===== src/rtl/sys_time_div_arbiter.sv =====
// Round-robin front end for one shared pipelined remainder divider.
// Tags each issue so remainders return to the right requester; zero divisors get a defined result.
module sys_time_div_arbiter #(
  parameter int N_REQ       = 4,
  parameter int WIDTH       = 16,
  parameter int DIV_LATENCY = 20
) (
  input  logic                   CLK,
  input  logic                   RST_N,
  input  logic [N_REQ-1:0]       REQ_VALID,
  input  logic [64*N_REQ-1:0]    REQ_DIVIDEND,
  input  logic [WIDTH*N_REQ-1:0] REQ_DIVISOR,
  output logic [N_REQ-1:0]       REQ_ACK,
  output logic [N_REQ-1:0]       RSP_VALID,
  output logic [WIDTH-1:0]       RSP_REM,
  output logic                   RSP_DIV0,
  output logic [63:0]            DIV_DIVIDEND,
  output logic [WIDTH-1:0]       DIV_DIVISOR,
  output logic                   DIV_IN_VALID,
  input  logic [WIDTH-1:0]       DIV_REM,
  input  logic                   DIV_OUT_VALID,
  output logic                   ERR
);

  localparam int IW = (N_REQ > 1) ? $clog2(N_REQ) : 1;
  localparam int CW = $clog2(N_REQ + 1);
  localparam int DW = $clog2(DIV_LATENCY + 1);
  localparam logic [IW:0]   NREQ_W       = (IW+1)'(N_REQ);
  localparam logic [IW-1:0] LAST_ID      = IW'(N_REQ - 1);
  localparam logic [DW-1:0] DISCARD_INIT = DW'(DIV_LATENCY);

  logic [1:0]       rst_sync;
  logic             rst_n_int;
  logic [N_REQ-1:0] busy, busy_nxt, eligible;
  logic [IW-1:0]    rr_ptr, rr_nxt, win_id;
  logic             grant, pop, stray;
  logic [63:0]      win_dividend;
  logic [WIDTH-1:0] win_divisor;
  logic [IW-1:0]    tag_id [N_REQ];
  logic             tag_d0 [N_REQ];
  logic [IW-1:0]    wr_ptr, rd_ptr, rsp_id;
  logic             rsp_d0;
  logic [CW-1:0]    count;
  logic [DW-1:0]    discard;

  function automatic logic [IW-1:0] ptr_inc(input logic [IW-1:0] p);
    return (p == LAST_ID) ? '0 : p + IW'(1);
  endfunction

  always_ff @(posedge CLK or negedge RST_N) begin
    if (!RST_N) rst_sync <= 2'b00;
    else        rst_sync <= {rst_sync[0], 1'b1};
  end
  assign rst_n_int = rst_sync[1];

  // Search from rr_ptr upward with wrap; first eligible requester wins.
  always_comb begin
    logic [IW:0] cand;
    eligible = REQ_VALID & ~busy;
    grant    = 1'b0;
    win_id   = '0;
    cand     = '0;
    for (int k = 0; k < N_REQ; k++) begin
      cand = {1'b0, rr_ptr} + (IW+1)'(k);
      if (cand >= NREQ_W) cand = cand - NREQ_W;
      if (!grant && eligible[cand[IW-1:0]]) begin
        grant  = 1'b1;
        win_id = cand[IW-1:0];
      end
    end
  end

  always_comb begin
    win_dividend = REQ_DIVIDEND[int'(win_id)*64 +: 64];
    win_divisor  = REQ_DIVISOR[int'(win_id)*WIDTH +: WIDTH];
    rr_nxt       = ptr_inc(win_id);
    rsp_id       = tag_id[rd_ptr];
    rsp_d0       = tag_d0[rd_ptr];
    // Outputs during the post-reset discard window belong to pre-reset issues.
    pop          = DIV_OUT_VALID && (discard == '0) && (count != '0);
    stray        = DIV_OUT_VALID && (discard == '0) && (count == '0);
    busy_nxt     = busy;
    if (pop)   busy_nxt[rsp_id] = 1'b0;
    if (grant) busy_nxt[win_id] = 1'b1;
  end

  always_ff @(posedge CLK or negedge rst_n_int) begin
    if (!rst_n_int) begin
      REQ_ACK      <= '0;
      RSP_VALID    <= '0;
      RSP_REM      <= '0;
      RSP_DIV0     <= 1'b0;
      DIV_DIVIDEND <= '0;
      DIV_DIVISOR  <= '0;
      DIV_IN_VALID <= 1'b0;
      ERR          <= 1'b0;
      busy         <= '0;
      rr_ptr       <= '0;
      wr_ptr       <= '0;
      rd_ptr       <= '0;
      count        <= '0;
      discard      <= DISCARD_INIT;
      for (int i = 0; i < N_REQ; i++) begin
        tag_id[i] <= '0;
        tag_d0[i] <= 1'b0;
      end
    end else begin
      REQ_ACK      <= '0;
      RSP_VALID    <= '0;
      DIV_IN_VALID <= grant;
      busy         <= busy_nxt;
      if (grant) begin
        REQ_ACK[win_id] <= 1'b1;
        DIV_DIVIDEND    <= win_dividend;
        DIV_DIVISOR     <= win_divisor;
        tag_id[wr_ptr]  <= win_id;
        tag_d0[wr_ptr]  <= (win_divisor == '0);
        wr_ptr          <= ptr_inc(wr_ptr);
        rr_ptr          <= rr_nxt;
      end
      if (pop) begin
        RSP_VALID[rsp_id] <= 1'b1;
        RSP_REM           <= rsp_d0 ? '0 : DIV_REM;
        RSP_DIV0          <= rsp_d0;
        rd_ptr            <= ptr_inc(rd_ptr);
      end
      case ({grant, pop})
        2'b10:   count <= count + CW'(1);
        2'b01:   count <= count - CW'(1);
        default: count <= count;
      endcase
      if (discard != '0) discard <= discard - DW'(1);
      if (stray) ERR <= 1'b1;
    end
  end

endmodule


===== config.mk =====
export PLATFORM = sky130hd
export DESIGN_NAME = sys_time_div_arbiter
export DESIGN_NICKNAME = d
export VERILOG_FILES = /design/src/rtl/sys_time_div_arbiter.sv
export SDC_FILE = /design/constraint.sdc
export NUM_CORES = 1
export LEC_CHECK = 0
export BUFFER_PORTS_ARGS = -buffer_cell sky130_fd_sc_hd__buf_2
export CAP_MARGIN = 20
export CORE_AREA = 2 2 174 176
export DETAILED_ROUTE_END_ITERATION = 12
export DIE_AREA = 0 0 176 178
export SETUP_SLACK_MARGIN = 0.02
export SYNTH_ARGS = -nofsm -noshare
export SYNTH_HDL_FRONTEND = slang
export SYNTH_SLANG_ARGS = --single-unit

===== constraint.sdc =====
create_clock -name CLK -period 5.9 [get_ports CLK]
set_input_delay 0.59 -clock CLK [delete_from_list [all_inputs] [get_ports CLK]]
set_output_delay 0.59 -clock CLK [all_outputs]
set_load 0.1 [all_outputs]

==> impl_table.tex, run 1 <==
\begin{tabular}{lr}
\hline
Metric & Value \\
\hline
\multicolumn{2}{l}{\textbf{Outcome}} \\
Result of the run & finished, final reports clean \\
\multicolumn{2}{l}{\textbf{Global route}} \\
Overall Global Routing Usage & 17.73\% \\
Wire length of the first global-routing pass & approximately 42 mm \\
Aggregate global routing overflow & 0 \\
Initial antenna violation count & 6 \\
Vias in the first global route & a little over 7000 \\
Largest net degree at the start of global routing & between 150 and 200 \\
\multicolumn{2}{l}{\textbf{Synthesis}} \\
Share of Yosys cell area claimed by the top area cell type & 41.38\% \\
Post-synthesis cell type count & 53 \\
Netlist area before placement & 0.008285 sq mm \\
Yosys top cell by area & sky130\_fd\_sc\_hd\_\_dfrtp\_1 \\
Yosys reg bits & 139 \\
Main synth FF type & sky130\_fd\_sc\_hd\_\_dfrtp\_1 \\
Synth async-reset ratio & 100.0\% \\
Share of synthesized area occupied by flip-flops and latches & 42.01\% \\
Fraction of synthesized cell area in xor and xnor cells & 0.5285\% \\
Warnings from Yosys & 0 \\
Mux share of post-synthesis cell area & 20.60\% \\
Adder and majority cell fraction of the synthesized area & just over 2\% \\
Compound-Gate Fraction of Synth Area & between 10\% and 20\% \\
Mapped Cells & $\sim$690 \\
Main area contributors after synthesis & sky130\_fd\_sc\_hd\_\_dfrtp\_1 41\%, sky130\_fd\_sc\_hd\_\_mux2i\_1 19\%, sky130\_fd\_sc\_hd\_\_a221oi\_2 14\% \\
Post-synthesis simple-gate area fraction & under 10\% \\
Count of flip-flops with a built-in enable after synthesis & 0 \\
Per-instance average area after synthesis & 12.10 sq um \\
Combinational family with the most area after synthesis & multiplexers \\
Number of nets in the synthesized netlist & 1041 \\
\multicolumn{2}{l}{\textbf{Clock tree}} \\
Clk\_lat worst skew & 0.43 ns \\
Total of cells resized after clock tree synthesis & 0 \\
CTS sink cnt & 139 \\
Root Buffer & sky130\_fd\_sc\_hd\_\_clkbuf\_16 \\
Clock transition at the register clock pins on the worst setup and hold paths after CTS & $\sim$0.070 ns \\
Maximum buffer depth of the clock tree & 2 \\
Number of buffers inserted during clock tree synthesis & 17 \\
Setup repair bufs after CTS & 0 \\
Total number of H-tree levels & 4 \\
Clock tree from TritonCTS & yes \\
\multicolumn{2}{l}{\textbf{Die}} \\
Die height & 178 microns \\
Rows & 63 \\
Standard cell core area & 0.02940 sq mm \\
I/O pin cnt & 450 \\
Horizontal die dimension & 176 microns \\
Starting Density & 28.18\% \\
Die Area & 0.03133 sq mm \\
\multicolumn{2}{l}{\textbf{Critical path}} \\
Critical path required time & 6.21 ns \\
Worst path top cell family by delay & buffers and inverters \\
Critical path peak fanout & 65 \\
Type of the setup path with the least slack & reg -> reg \\
Critical path's most frequent cell & sky130\_fd\_sc\_hd\_\_buf\_4 \\
Slowest cell on the critical path & sky130\_fd\_sc\_hd\_\_buf\_4 \\
Arrival @ worst endpoint & 3.18 ns \\
Internal reg-to-reg setup slack & 3.03 ns \\
Ordered list of cells on the worst path & nor2b\_1, a21oi\_1, nor3\_2, buf\_4, buf\_4, o2111ai\_1, o311ai\_1 \\
Crit path buffers/inverters & 2 \\
Reg2reg path depth & 7 \\
FF-to-FF Start & busy[1] \\
End of the worst register-to-register path & tag\_d0[0] \\
Critical path's largest stage delay & 0.85 ns \\
Kind of launch point of the worst setup path & flop \\
Endpoint kind of the worst setup timing path & flop \\
\multicolumn{2}{l}{\textbf{Drt}} \\
Aggregate routed wire length & $\sim$30 mm \\
Routed Antenna Nets & 0 \\
DRC Markers & 0 \\
Number of vias in the routed layout & 7243 \\
Average via count per standard cell & roughly 4.8 \\
Initial drt markers & a little over 300 \\
Routed WL per cell & between 15 and 20 microns \\
Number of detailed-routing iterations run before antenna repair & 4 \\
\multicolumn{2}{l}{\textbf{Pwr}} \\
Switching power & 5.022 mW \\
Power per standard cell area & 739.3 mW/mm\^{}2 \\
Relative contribution of sequential cells to total power & 19.6\% \\
Share of total power in the clock network & 13.3\% \\
Worst vdd ir & roughly 0.00037 V \\
Power share of the combinational group & about 67\% \\
Lkg Pwr & 5.346 nW \\
Switch share & 59.88\% \\
Cell internal pwr & between 3 and 4 mW \\
\multicolumn{2}{l}{\textbf{Final layout}} \\
Leading cell types in the layout, fill and taps excluded & 449 x sky130\_fd\_sc\_hd\_\_buf\_2, 160 x sky130\_fd\_sc\_hd\_\_mux2i\_1, 136 x sky130\_fd\_sc\_hd\_\_dfrtp\_1 \\
Filler Cell Count & 2926 \\
Share of cells above drive strength 1 & 52.53\% \\
Most common library cell in the layout ignoring fill and taps & sky130\_fd\_sc\_hd\_\_buf\_2 \\
Final \#Nets & 1470 \\
Layout area overhead & 36.91\% \\
\multicolumn{2}{l}{\textbf{STA}} \\
Total count of hold-check failures in the final report & 0 \\
Aggregate negative setup slack & 0 ns \\
Worst clock skew on the final layout & approximately 0.013 ns \\
Ratio of final minimum period to clock period & 48.64\% \\
Slew Limit Headroom & 19.82\% \\
Transition time of the tightest slew-check pin & 1.203 ns \\
Final number of setup-violating endpoints & 0 \\
Final worst hold slack & 0.3256 ns \\
Maximum frequency from static timing analysis & 348.5 MHz \\
Unrepaired setup endpoints after global routing & no \\
Slew Viols, Final & 0 \\
Time the final worst path needs with I/O delays and setup & 2.870 ns \\
\multicolumn{2}{l}{\textbf{Job}} \\
Maximum capacitance violations & 0 \\
\multicolumn{2}{l}{\textbf{Placed design}} \\
Final weighted congestion of routability-driven global placement & between 0.7 and 0.8 \\
Placed wire-length estimate after detailed placement & 22.55 mm \\
Port buffer count & 449 \\
\multicolumn{2}{l}{\textbf{Hold path}} \\
Hold/Removal Path Class & reg -> async \\
\hline
\end{tabular}
[Yosys cell counts, types with 2 or more instances]
cell type / number
sky130_fd_sc_hd__buf_4: 18
sky130_fd_sc_hd__o21ai_0: 9
sky130_fd_sc_hd__o2111ai_1: 4
sky130_fd_sc_hd__and2_1: 4
sky130_fd_sc_hd__a21o_1: 2
sky130_fd_sc_hd__dfrtp_1: 137
sky130_fd_sc_hd__o21a_1: 2
sky130_fd_sc_hd__a22o_1: 16
sky130_fd_sc_hd__mux2_2: 2
sky130_fd_sc_hd__nand2b_1: 3
sky130_fd_sc_hd__o21bai_1: 2
sky130_fd_sc_hd__clkbuf_1: 9
sky130_fd_sc_hd__xor2_1: 2
sky130_fd_sc_hd__ha_1: 12
sky130_fd_sc_hd__nor3_1: 6
sky130_fd_sc_hd__o21ai_1: 6
sky130_fd_sc_hd__or3b_1: 3
sky130_fd_sc_hd__buf_2: 12
sky130_fd_sc_hd__mux4_2: 3
sky130_fd_sc_hd__mux2i_1: 160
sky130_fd_sc_hd__nor2b_1: 2
sky130_fd_sc_hd__nor2_4: 2
sky130_fd_sc_hd__nor2_1: 87
sky130_fd_sc_hd__a21oi_1: 3
sky130_fd_sc_hd__dfstp_2: 2
sky130_fd_sc_hd__a221oi_2: 79
sky130_fd_sc_hd__xnor2_1: 3
sky130_fd_sc_hd__o311ai_1: 3
sky130_fd_sc_hd__nand3b_1: 3
sky130_fd_sc_hd__buf_12: 9
sky130_fd_sc_hd__nor4_1: 16
sky130_fd_sc_hd__inv_2: 2
sky130_fd_sc_hd__inv_1: 14
sky130_fd_sc_hd__nand4_1: 3
sky130_fd_sc_hd__nand2_1: 27
[what timing repair did]
item                                   4_1_cts  5_1_grt
hold buffers                                 1        0
setup endpoints to repair                    0        0
endpoints found under the hold margin        2        0
[routing by layer]
layer | vias to the layer above | track usage [%] | share of wire (%)
met3 | 28 | 4.327 | 6.9
met4 | 6 | 4.304 | 1.3
li1 | 3467 | - | -
met2 | 313 | 31.69 | 51
met5 | - | 0 | 0.14
met1 | 3429 | 21.47 | 41
[worst max-delay path by stage]
stage	from	to	slack, ns	cells after the start
final	busy[1]	tag_d0[0]	3.03	7
after global routing	busy[1]	tag_d0[0]	2.76	7
after CTS	busy[3]	tag_d0[0]	2.95	7
after detailed placement	REQ_VALID[3]	DIV_DIVIDEND[30]	2.64	7
after global placement	REQ_VALID[3]	DIV_DIVIDEND[48]	2.73	7
after floorplan	rst_sync[1]	DIV_DIVIDEND[0]	1.74	0
[power by group through the flow]
stage / logic [mW] / registers (mW) / clock network [mW]
floorplan: 2.34 / 4.11 / 0
global placement: 5.62 / 1.66 / 0
detailed placement: 5.68 / 1.65 / 0
CTS: 5.67 / 1.65 / 1.15
global route: 5.90 / 1.70 / 1.19
finish: 5.62 / 1.65 / 1.12
[worst reg2reg max path, delay by kind of cell, from the launching register on]
kind                   cells  cell delay (ns)
and+or+nand+nor            2             0.56
DFF                        1             0.40
buffers and inverters      2             1.32
AOI/OAI and AO/OA          3             0.48
[through the flow]
step                      utilization [%]  instance area (sq um)  power (mW)  std cells  worst slack, ns
final                               38.58                  11340       8.386       1520            3.030
after global routing                38.57                  11340       8.789       1519            2.762
after CTS                           38.55                  11340       8.469       1517            2.946
after detailed placement            36.41                  10710       7.329       1484            2.638
after global placement              36.41                  10710       7.276       1484            2.731
after floorplan                         -                   8285       6.451        685            1.744
[kinds of logic after synthesis]
| logic type | count (synthesis) |
|---|---|
| muxes | 166 |
| adders and majority gates | 13 |
| AOI/OAI and AO/OA | 131 |
| DFF | 139 |
| and+or+nand+nor | 166 |
| other | 1 |
| xor gates and xnor gates | 5 |
| buffers and inverters | 64 |
[layout make-up]
type | count | area, sq um | share of cell area, %
clock inverter | 15 | 193.9 | 1.710
clock buffer | 17 | 425.4 | 3.750
multi-input combinational | 482 | 4340 | 38.26
tap | 390 | 488.0 | 4.302
antenna | 3 | 7.507 | 0.06618
timing repair buffer | 458 | 2342 | 20.65
sequential | 139 | 3485 | 30.72
inverter | 16 | 61.31 | 0.5405
[flip-flops by register name, summed over array words and instances, names as in the netlist, 2 cells and up]
register,cells
DIV_DIVIDEND,64
DIV_DIVISOR,16
REQ_ACK,4
RSP_REM,16
RSP_VALID,4
busy,4
count,3
discard,5
rd_ptr,2
rr_ptr,2
rst_sync,2
tag_d0,4
tag_id,8
wr_ptr,2
(Power assumes the default switching activity.)
==> inputs of run 2 (changes only) <==
==> constraint.sdc (replaced) <==
create_clock -name CLK -period 2.7 [get_ports CLK]
set_input_delay 0.27 -clock CLK [delete_from_list [all_inputs] [get_ports CLK]]
set_output_delay 0.27 -clock CLK [all_outputs]
set_load 0.1 [all_outputs]
==> run 2 against run 1 <==
Effect of this change:
- non-clock buffer count is 12 higher
- final area is 0.93% higher
- sequential share of layout area decreased by 0.28 points
- worst setup slack worse by 2.6 ns
- global-route usage rose by 0.51 points
- cell count is 0.59% higher
- die area is the same
- maximum frequency is 24% higher
- routed wire length up 1.6%
- register-to-register slack worse by 2.6 ns
- via count is 0.23% higher
- clock power grew 110%
- critical endpoint is now count[2]
- largest cell class unchanged
==> impl_table.tex, run 2 (synthesis results as in run 1) <==
\begin{tabular}{lr}
\hline
Metric & Value \\
\hline
\multicolumn{2}{l}{\textbf{Outcome}} \\
Result of the run & finished, final reports clean (unchanged) \\
\multicolumn{2}{l}{\textbf{STA}} \\
Maximum frequency from static timing analysis & 431.1 MHz (was 348.5 MHz) \\
Aggregate negative setup slack & 0 ns (unchanged) \\
Final worst hold slack & 0.06191 ns (was 0.3256 ns) \\
Ratio of final minimum period to clock period & 85.92\% (was 48.64\%) \\
Worst setup slack after layout & 0.3803 ns (was 3.030 ns) \\
Slew Viols, Final & 0 (unchanged) \\
Time the final worst path needs with I/O delays and setup & 2.320 ns (was 2.870 ns) \\
Transition time of the tightest slew-check pin & 0.7155 ns (was 1.203 ns) \\
Total count of hold-check failures in the final report & 0 (unchanged) \\
Worst clock skew on the final layout & 0.01245 ns (was 0.01314 ns) \\
Final number of setup-violating endpoints & 0 (unchanged) \\
Unrepaired setup endpoints after global routing & no (unchanged) \\
Slew Limit Headroom & 51.86\% (was 19.82\%) \\
\multicolumn{2}{l}{\textbf{Critical path}} \\
Critical path required time & 3.04 ns (was 6.21 ns) \\
End of the worst register-to-register path & count[2] (was tag\_d0[0]) \\
Reg2reg path depth & 11 (was 7) \\
Arrival @ worst endpoint & 2.66 ns (was 3.18 ns) \\
Kind of launch point of the worst setup path & flop (unchanged) \\
Type of the setup path with the least slack & reg -> reg (unchanged) \\
FF-to-FF Start & discard[0] (was busy[1]) \\
Endpoint kind of the worst setup timing path & flop (unchanged) \\
Internal reg-to-reg setup slack & 0.38 ns (was 3.03 ns) \\
Critical path peak fanout & 3 (was 65) \\
\multicolumn{2}{l}{\textbf{Placed design}} \\
Placed wire-length estimate after detailed placement & 23.60 mm (was 22.55 mm) \\
Placement Cell Area & 0.01086 sq mm (was 0.01071 sq mm) \\
Port buffer count & 449 (unchanged) \\
Final weighted congestion of routability-driven global placement & 0.7682 (was 0.7780) \\
Pre-CTS setup slack & 0.3869 ns (was 2.638 ns) \\
\multicolumn{2}{l}{\textbf{Pwr}} \\
Worst vdd ir & 0.0006974 V (was 0.0003682 V) \\
Power per standard cell area & 1607 mW/mm\^{}2 (was 739.3 mW/mm\^{}2) \\
Lkg Pwr & 5.400 nW (was 5.346 nW) \\
\multicolumn{2}{l}{\textbf{Clock tree}} \\
Total of cells resized after clock tree synthesis & 0 (unchanged) \\
Number of buffers inserted during clock tree synthesis & 17 (unchanged) \\
Clk\_lat worst skew & 0.42 ns (was 0.43 ns) \\
CTS sink cnt & 139 (unchanged) \\
Total number of H-tree levels & 4 (unchanged) \\
Root Buffer & sky130\_fd\_sc\_hd\_\_clkbuf\_16 (unchanged) \\
Clock transition at the register clock pins on the worst setup and hold paths after CTS & 0.07 ns (about the same) \\
Maximum buffer depth of the clock tree & 2 (unchanged) \\
Clock tree from TritonCTS & yes (unchanged) \\
\multicolumn{2}{l}{\textbf{Final layout}} \\
Biggest regs & DIV\_DIVIDEND x64, DIV\_DIVISOR x16, RSP\_REM x16 (unchanged) \\
Layout area overhead & 38.18\% (was 36.91\%) \\
Finished Cell Area & 0.01145 sq mm (was 0.01134 sq mm) \\
Max FFs per register & 64 (unchanged) \\
Leading cell types in the layout, fill and taps excluded & 449 x sky130\_fd\_sc\_hd\_\_buf\_2, 160 x sky130\_fd\_sc\_hd\_\_mux2i\_1, 136 x sky130\_fd\_sc\_hd\_\_dfrtp\_1 (unchanged) \\
Area of the multi-input gates & 0.004340 sq mm (unchanged) \\
Most flop-heavy register & DIV\_DIVIDEND (unchanged) \\
Most common library cell in the layout ignoring fill and taps & sky130\_fd\_sc\_hd\_\_buf\_2 (unchanged) \\
Filler Cell Count & 2932 (was 2926) \\
ANT cells & 0 (was 3) \\
Area taken by flip-flops and latches & 0.003485 sq mm (unchanged) \\
Final \#Nets & 1482 (was 1470) \\
Share of cells above drive strength 1 & 52.94\% (was 52.53\%) \\
\multicolumn{2}{l}{\textbf{Drt}} \\
Initial drt markers & 356 (was 306) \\
Number of detailed-routing iterations run before antenna repair & 5 (was 4) \\
DRC Markers & 0 (unchanged) \\
Routed Antenna Nets & 0 (unchanged) \\
Average via count per standard cell & 4.748 (was 4.765) \\
Aggregate routed wire length & 29.62 mm (was 29.14 mm) \\
Routed WL per cell & 19.37 microns (was 19.17 microns) \\
Number of vias in the routed layout & 7260 (was 7243) \\
\multicolumn{2}{l}{\textbf{Hold path}} \\
Hold/Removal Path Class & in -> reg (was reg -> async) \\
Hold Path Sink & RSP\_REM[1] \\
Instance count along the most critical hold path & 2 \\
Worst Hold Launch & DIV\_REM[1] \\
\multicolumn{2}{l}{\textbf{Global route}} \\
Aggregate global routing overflow & 0 (unchanged) \\
Largest net degree at the start of global routing & 86 (was 165) \\
Vias in the first global route & 7230 (was 7154) \\
Wire length of the first global-routing pass & 42.90 mm (was 41.90 mm) \\
Overall Global Routing Usage & 18.24\% (was 17.73\%) \\
Initial antenna violation count & 2 (was 6) \\
\multicolumn{2}{l}{\textbf{Die}} \\
Die height & 178 microns (unchanged) \\
Die Area & 0.03133 sq mm (unchanged) \\
Rows & 63 (unchanged) \\
I/O pin cnt & 450 (unchanged) \\
Horizontal die dimension & 176 microns (unchanged) \\
Standard cell core area & 0.02940 sq mm (unchanged) \\
Starting Density & 28.18\% (unchanged) \\
\multicolumn{2}{l}{\textbf{Job}} \\
Maximum capacitance violations & 0 (unchanged) \\
\hline
\end{tabular}
==> run 2: changes by cell type in the layout (fill, tap and decap cells not counted), sizes merged <==
cell      previous run  this run
bufinv               0         1
diode                3         0
clkbuf              17        18
clkinv               9         3
clkinvlp             0         3
buf                457       469
inv                 22        23
==> run 2: worst max-delay path by stage <==
stage | from | to | slack, ns | depth (start not counted)
after detailed placement | discard[0] | count[2] | 0.39 | 11
final | discard[0] | count[2] | 0.38 | 11
after global routing | discard[0] | count[2] | 0.22 | 11
after CTS | discard[0] | count[2] | 0.34 | 11
after floorplan | discard[0] | count[2] | 0.35 | 11
after global placement | discard[0] | count[2] | 0.50 | 11
==> run 2: timing repair <==
action | in CTS | in global routing
hold buffers | 1 | 0
setup buffers | 0 | 0
hold endpoints to repair | 2 | 0
endpoints found under the setup margin | 0 | 0
==> run 2: layout make-up <==
cell class / instances / share of cell area (%)
Clock buffer: 18 / 3.749
Multi-Input combinational cell: 482 / 37.91
Sequential cell: 139 / 30.44
Clock inverter: 14 / 1.311
Tap cell: 390 / 4.262
Timing Repair Buffer: 470 / 21.79
Inverter: 16 / 0.5355
==> run 2: routing by layer <==
| layer | up-vias | track usage (%) | part of all wire, % |
|---|---|---|---|
| li1 | 3485 | - | - |
| met4 | 4 | 5.028 | 1.5 |
| met3 | 26 | 4.263 | 7.5 |
| met1 | 3425 | 23.30 | 42 |
| met5 | - | 0 | 0.091 |
| met2 | 320 | 30.97 | 49 |
==> run 2: critical path, stage by stage (launching register included) <==
cell                       delay, ns
sky130_fd_sc_hd__dfrtp_1        0.40
sky130_fd_sc_hd__inv_1          0.09
sky130_fd_sc_hd__ha_1           0.20
sky130_fd_sc_hd__nor4b_4        0.24
sky130_fd_sc_hd__nand3b_1       0.13
sky130_fd_sc_hd__inv_1          0.12
sky130_fd_sc_hd__ha_1           0.19
sky130_fd_sc_hd__inv_1          0.06
sky130_fd_sc_hd__fa_1           0.37
sky130_fd_sc_hd__xor2_1         0.15
sky130_fd_sc_hd__nor2_1         0.13
sky130_fd_sc_hd__xor2_1         0.16
==> run 2: stage by stage <==
step	power [mW]	std cells	utilization, %
after floorplan	14.10	685	-
after global placement	16.05	1496	36.93
after detailed placement	16.16	1496	36.93
after CTS	18.59	1529	38.94
after global routing	19.30	1529	38.94
final	18.40	1529	38.94
==> run 2: report_power, final <==
part           switching, mW  internal (mW)
logic                   9.30           3.15
clock network           1.05           1.31
registers              0.583           3.03
